`src/rtl/traffic_light_ctrl.sv`:
```
// Two-way intersection lamp controller: steps NS/EW phases on advance edges,
// inserts all-red clearance, and falls back to a blinking flash on request or watchdog fault.
module traffic_light_ctrl #(
    parameter int unsigned CLEAR_CYCLES = 4,
    parameter int unsigned BLINK_CYCLES = 8,
    parameter int unsigned WDOG_CYCLES  = 256
) (
    input  logic       clk,
    input  logic       rst,
    input  logic       advance,
    input  logic       flash,
    output logic       ns_r,
    output logic       ns_y,
    output logic       ns_g,
    output logic       ew_r,
    output logic       ew_y,
    output logic       ew_g,
    output logic [2:0] phase,
    output logic       fault
);

    typedef enum logic [2:0] {
        NS_G  = 3'd0,
        NS_Y  = 3'd1,
        AR_EW = 3'd2,
        EW_G  = 3'd3,
        EW_Y  = 3'd4,
        AR_NS = 3'd5,
        FLASH = 3'd6
    } phase_e;

    localparam logic [15:0] CLR_LAST   = 16'(CLEAR_CYCLES - 1);
    localparam logic [15:0] BLINK_LAST = 16'(BLINK_CYCLES - 1);
    localparam logic [15:0] WDOG_LAST  = 16'(WDOG_CYCLES - 1);

    // Lamp vector order: {ns_r, ns_y, ns_g, ew_r, ew_y, ew_g}
    localparam logic [5:0] LAMPS_ALL_RED = 6'b100_100;

    phase_e      phase_q, phase_d;
    logic        adv_q;
    logic [15:0] clr_cnt_q, clr_cnt_d;
    logic [15:0] wd_cnt_q, wd_cnt_d;
    logic [15:0] blink_cnt_q, blink_cnt_d;
    logic        blink_q, blink_d;
    logic        fault_q, fault_d;
    logic [5:0]  lamps_q, lamps_d;
    logic        adv_edge;
    logic        enter_flash;

    function automatic logic [5:0] lamps_for(input phase_e ph, input logic bl);
        logic [5:0] l;
        case (ph)
            NS_G:    l = 6'b001_100;
            NS_Y:    l = 6'b010_100;
            EW_G:    l = 6'b100_001;
            EW_Y:    l = 6'b100_010;
            FLASH:   l = {1'b0, bl, 1'b0, bl, 2'b00};
            default: l = LAMPS_ALL_RED;
        endcase
        return l;
    endfunction

    assign adv_edge = advance & ~adv_q;

    always_comb begin
        phase_d     = phase_q;
        clr_cnt_d   = clr_cnt_q;
        wd_cnt_d    = wd_cnt_q;
        blink_cnt_d = blink_cnt_q;
        blink_d     = blink_q;
        fault_d     = fault_q;
        enter_flash = 1'b0;

        case (phase_q)
            NS_G, NS_Y, EW_G, EW_Y: begin
                if (flash || fault_q) begin
                    enter_flash = 1'b1;
                end else if (adv_edge) begin
                    wd_cnt_d = 16'd0;
                    if (phase_q == NS_G) begin
                        phase_d = NS_Y;
                    end else if (phase_q == NS_Y) begin
                        phase_d   = AR_EW;
                        clr_cnt_d = 16'd0;
                    end else if (phase_q == EW_G) begin
                        phase_d = EW_Y;
                    end else begin
                        phase_d   = AR_NS;
                        clr_cnt_d = 16'd0;
                    end
                end else if (wd_cnt_q == WDOG_LAST) begin
                    fault_d     = 1'b1;
                    enter_flash = 1'b1;
                end else begin
                    wd_cnt_d = wd_cnt_q + 16'd1;
                end
            end
            AR_EW, AR_NS: begin
                // Advance edges seen during clearance are deliberately discarded.
                if (flash || fault_q) begin
                    enter_flash = 1'b1;
                end else if (clr_cnt_q == CLR_LAST) begin
                    phase_d  = (phase_q == AR_EW) ? EW_G : NS_G;
                    wd_cnt_d = 16'd0;
                end else begin
                    clr_cnt_d = clr_cnt_q + 16'd1;
                end
            end
            FLASH: begin
                if (!flash && !fault_q) begin
                    phase_d     = AR_NS;
                    clr_cnt_d   = 16'd0;
                    blink_d     = 1'b0;
                    blink_cnt_d = 16'd0;
                end else if (blink_cnt_q == BLINK_LAST) begin
                    blink_d     = ~blink_q;
                    blink_cnt_d = 16'd0;
                end else begin
                    blink_cnt_d = blink_cnt_q + 16'd1;
                end
            end
            default: begin
                phase_d   = AR_NS;
                clr_cnt_d = 16'd0;
            end
        endcase

        if (enter_flash) begin
            phase_d     = FLASH;
            blink_d     = 1'b1;
            blink_cnt_d = 16'd0;
        end

        // Lamps are decoded from the next state so they change on the same edge as phase.
        lamps_d = lamps_for(phase_d, blink_d);
    end

    always_ff @(posedge clk or posedge rst) begin
        if (rst) begin
            phase_q     <= AR_NS;
            adv_q       <= 1'b0;
            clr_cnt_q   <= 16'd0;
            wd_cnt_q    <= 16'd0;
            blink_cnt_q <= 16'd0;
            blink_q     <= 1'b0;
            fault_q     <= 1'b0;
            lamps_q     <= LAMPS_ALL_RED;
        end else begin
            phase_q     <= phase_d;
            adv_q       <= advance;
            clr_cnt_q   <= clr_cnt_d;
            wd_cnt_q    <= wd_cnt_d;
            blink_cnt_q <= blink_cnt_d;
            blink_q     <= blink_d;
            fault_q     <= fault_d;
            lamps_q     <= lamps_d;
        end
    end

    assign {ns_r, ns_y, ns_g, ew_r, ew_y, ew_g} = lamps_q;
    assign phase = phase_q;
    assign fault = fault_q;

endmodule
```
`config.mk`:
```
export PLATFORM = sky130hd
export DESIGN_NAME = traffic_light_ctrl
export DESIGN_NICKNAME = d
export VERILOG_FILES = /design/src/rtl/traffic_light_ctrl.sv
export SDC_FILE = /design/constraint.sdc
export NUM_CORES = 1
export LEC_CHECK = 0
export ABC_CLOCK_PERIOD_IN_PS = 4800
export CORE_MARGIN = 2
export CORE_UTILIZATION = 30
export DETAILED_ROUTE_END_ITERATION = 7
export GPL_ROUTABILITY_DRIVEN = 0
export HOLD_SLACK_MARGIN = 0.15
export SLEW_MARGIN = 20
export SYNTH_ARGS = -nofsm -noshare
export SYNTH_HDL_FRONTEND = slang
export SYNTH_SLANG_ARGS = --single-unit
```
`constraint.sdc`:
```
create_clock -name clk -period 4.8 [get_ports clk]
set_clock_uncertainty 0.15 [all_clocks]
set_input_delay 0.48 -clock clk [delete_from_list [all_inputs] [get_ports clk]]
set_output_delay 0.48 -clock clk [all_outputs]
set_load 0.03 [all_outputs]
```
==> run_results.csv <==
group,metric,value,unit
yosys,synthAdderAreaFrac,1.068,%
cells_and_area,fin_nets,398,
cells_and_area,drive_above_1_share,9.114,%
cells_and_area,diodes,0,
worst_hold_path,worstHoldPathCells,1,
clock_network,cts.path.max_buffers,2,
placement,dp_slack,1338,ps
power_and_ir_drop,power.density,366.4,mW/mm^2
floorplan,die_h,112.2,um
clock_network,clock_latency,330,ps
routing,drt_pre_antenna_iters,4,
routing,wl_per_cell,15.45,um
timing,hold_viol,0,
clock_network,cts_tree,"built",
power_and_ir_drop,leakagePower,1.535,nW
yosys,synth.cell_area,0.003513,mm^2
yosys,synth_top_family_by_area,"simple AND/OR/NAND/NOR gates",
global_routing,track_usage,13.95,%
routing,drc,0,
global_routing,antenna_found_initial,0,
cells_and_area,layout_common_cells,"dfrtp_1 (56), nand2_1 (33), nand3_1 (24), o21ai_0 (23), nor2_1 (23)",
worst_setup_path,crit_type,"reg -> reg",
floorplan,fp-row-count,39,
worst_setup_path,critPathMaxFanout,16,
yosys,ys_ff_latch,60,
timing,min_period,3250,ps
timing,slew_viol_final,0,
timing,slew_headroom,35.23,%
clock_network,post_cts_buffers,0,
placement,dp_cells,522,
worst_setup_path,worst_r2r_endpoint,"wd_cnt_q[7]$_DFFE_PP0P_",
yosys,synth_simple_gate_area_share,27.21,%
yosys,yosys_warnings,0,
yosys,syn_nets,393,
worst_setup_path,start_kind,"flip-flop",
floorplan,initial_core_util,30.77,%
clock_network,postCtsHoldBufs,0,
run_status,outcome,"finished clean",
floorplan,fp.dieW,112.2,um
worst_hold_path,min-delay-start,"wd_cnt_q[15]$_DFFE_PP0P_",
worst_setup_path,r2r_cells,6,
worst_setup_path,worst_ep_arrival_time,3320,ps
timing,tightest_slew,970.9,ps
yosys,synth-edff-count,0,
power_and_ir_drop,power,1.476,mW
worst_setup_path,ff2ff_setup_slack,1550,ps
global_routing,grt_start_max_net_pins,61,
worst_setup_path,rr_startpoint,"clr_cnt_q[0]$_DFFE_PP0P_",
clock_network,clk_pin_slew,50,ps
cells_and_area,final_cell_area,0.004030,mm^2
timing,finalCritPeriodShare,67.72,%
timing,setup_viol,0,
worst_hold_path,hold_class,"reg -> reg",
worst_setup_path,cp-startpoint,"clr_cnt_q[0]$_DFFE_PP0P_",
worst_setup_path,cp-end-kind,"flip-flop",
placement,hpwl,5.552,mm
floorplan,dieArea,0.01259,mm^2
floorplan,pin_count,14,
placement,portBuffers,13,
power_and_ir_drop,vdd_drop_max,252.5,uV
timing,setup_slack,1550,ps
timing,fmax,0.3077,GHz
clock_network,cts-resized-gates,0,
yosys,ys_dominant_reg_cell,"dfrtp_1",
global_routing,grt_pass1_vias,2902,
clock_network,cts_root_buf,"clkbuf_16",
cells_and_area,layout_commonest_cell,"dfrtp_1",
yosys,synth-xor-area-share,1.745,%
routing,wl,8.312,mm
routing,via_per_inst,5.671,
yosys,synth_compound_area_share,21.76,%
yosys,synth-seq-area-share,42.88,%
clock_network,h-tree-depth,3,
worst_setup_path,required,4870,ps
clock_network,cts_buffers,9,
global_routing,grt.overflow.total,0,
yosys,synth_mux_area_share,1.781,%
routing,ant_nets,0,
global_routing,grt_pass1_wl,14.27,mm
routing,vias,3051,
routing,drtIter0Drc,186,
cells_and_area,areaGrowthSynthToFinish,14.71,%
yosys,synthArstFlopShare,100.0,%
cells_and_area,fin_cells,538,
yosys,synth_cell_types,55,
floorplan,coreArea,0.01142,mm^2
yosys,avgSynthCellArea,9.102,um^2
flow_run,cap_violations,0,
worst_hold_path,hold_path_end,"wd_cnt_q[15]$_DFFE_PP0P_",
cells_and_area,fillers,1199,
clock_network,cts_sinks,60,
timing,rsz0062_at_grt,"false",
timing,setup_tns,0,ps
placement,post_dp_cell_area,0.003746,mm^2
yosys,synthCells,386,
[cell families (layout without fill, tap and decap cells)]
logic type                 Yosys count  after routing
and+or+nand+nor                    171            171
AOI/OAI and AO/OA                  109            109
DFF                                 60             60
buffers and inverters               30             39
xor gates and xnor gates             7              7
muxes                                6              6
adders and majority gates            3              3
[how the worst max path moves through the flow]
stage	end	slack (ps)	cells after the start
final	wd_cnt_q[7]$_DFFE_PP0P_	1550	6
after global placement	wd_cnt_q[11]$_DFFE_PP0P_	1460	6
after floorplan	wd_cnt_q[5]$_DFFE_PP0P_	2260	8
after CTS	wd_cnt_q[13]$_DFFE_PP0P_	1520	5
after detailed placement	wd_cnt_q[13]$_DFFE_PP0P_	1340	6
after global routing	wd_cnt_q[14]$_DFFE_PP0P_	1330	6
[critical path, cell delays in order (launching register included)]
cell and delay (ps):
dfrtp_1 390, ha_1 220, nor4b_2 250, nand4_1 220, and2_0 570, or4_1 970, o41ai_1 340
[Yosys cell counts (3+ instances only)]
cell | n | share of area [%]
dfrtp_1 | 56 | 40
clkbuf_1 | 17 | 1.8
nor2_1 | 24 | 2.6
xor2_1 | 3 | 0.75
nand4_1 | 10 | 1.8
and4_1 | 5 | 1.2
nor2b_1 | 4 | 0.71
inv_1 | 7 | 0.75
buf_2 | 3 | 0.43
o31ai_1 | 8 | 1.7
or4_1 | 11 | 2.4
o31ai_2 | 5 | 1.8
nor4_1 | 9 | 1.6
a31oi_1 | 8 | 1.4
nand3b_1 | 3 | 0.64
mux2i_1 | 4 | 1.1
or3_1 | 5 | 0.89
nand2b_1 | 7 | 1.2
nand2_1 | 33 | 3.5
o22ai_1 | 4 | 0.71
o21ai_0 | 23 | 3.3
a21oi_1 | 17 | 2.4
dfstp_2 | 4 | 3.0
o41ai_1 | 15 | 3.7
a22o_1 | 9 | 2.2
nand3_1 | 24 | 3.4
ha_1 | 3 | 1.1
and3_1 | 6 | 1.1
o211ai_1 | 7 | 1.5
nor3_1 | 14 | 2.0
xnor2_1 | 4 | 1.0
nand4b_1 | 4 | 1.0
[final cells by class]
class / count / area, um^2 / share of cell area, %
multi-input combinational: 296 / 1888 / 46.85
sequential: 60 / 1506 / 37.38
clock buffer: 13 / 260.3 / 6.458
tap: 143 / 178.9 / 4.440
timing repair buffer: 17 / 160.2 / 3.974
inverter: 7 / 26.28 / 0.6520
clock inverter: 2 / 10.01 / 0.2484
[per-layer routing]
| layer | part of all wire (%) | GRT usage [%] |
|---|---|---|
| met1 | 47 | 18.23 |
| met2 | 48 | 22.29 |
| met3 | 3.9 | 3.996 |
| met4 | 1.5 | 4.797 |
| met5 | 0 | 0 |
[through the flow]
stage	utilization (%)	hold WS, ps
finish	35.29	361.0
global route	35.29	391.5
CTS	35.17	363.9
detailed placement	32.81	350.3
global placement	32.81	347.5
floorplan	-	315.6
[flip-flops by register name, indices dropped and copies added (netlist names)]
register	cells
blink_cnt_q	16
lamps_q	6
clr_cnt_q	16
adv_q	1
phase	3
blink_q	1
wd_cnt_q	16
fault	1
[power breakdown]
group          internal [mW]  switching (mW)  leakage [nW]  total, mW
clock network          0.372           0.216         0.135      0.588
registers              0.548          0.0508         0.809      0.599
logic                  0.103           0.187         0.590      0.290
No activity file was read; power rests on OpenSTA's default activity.
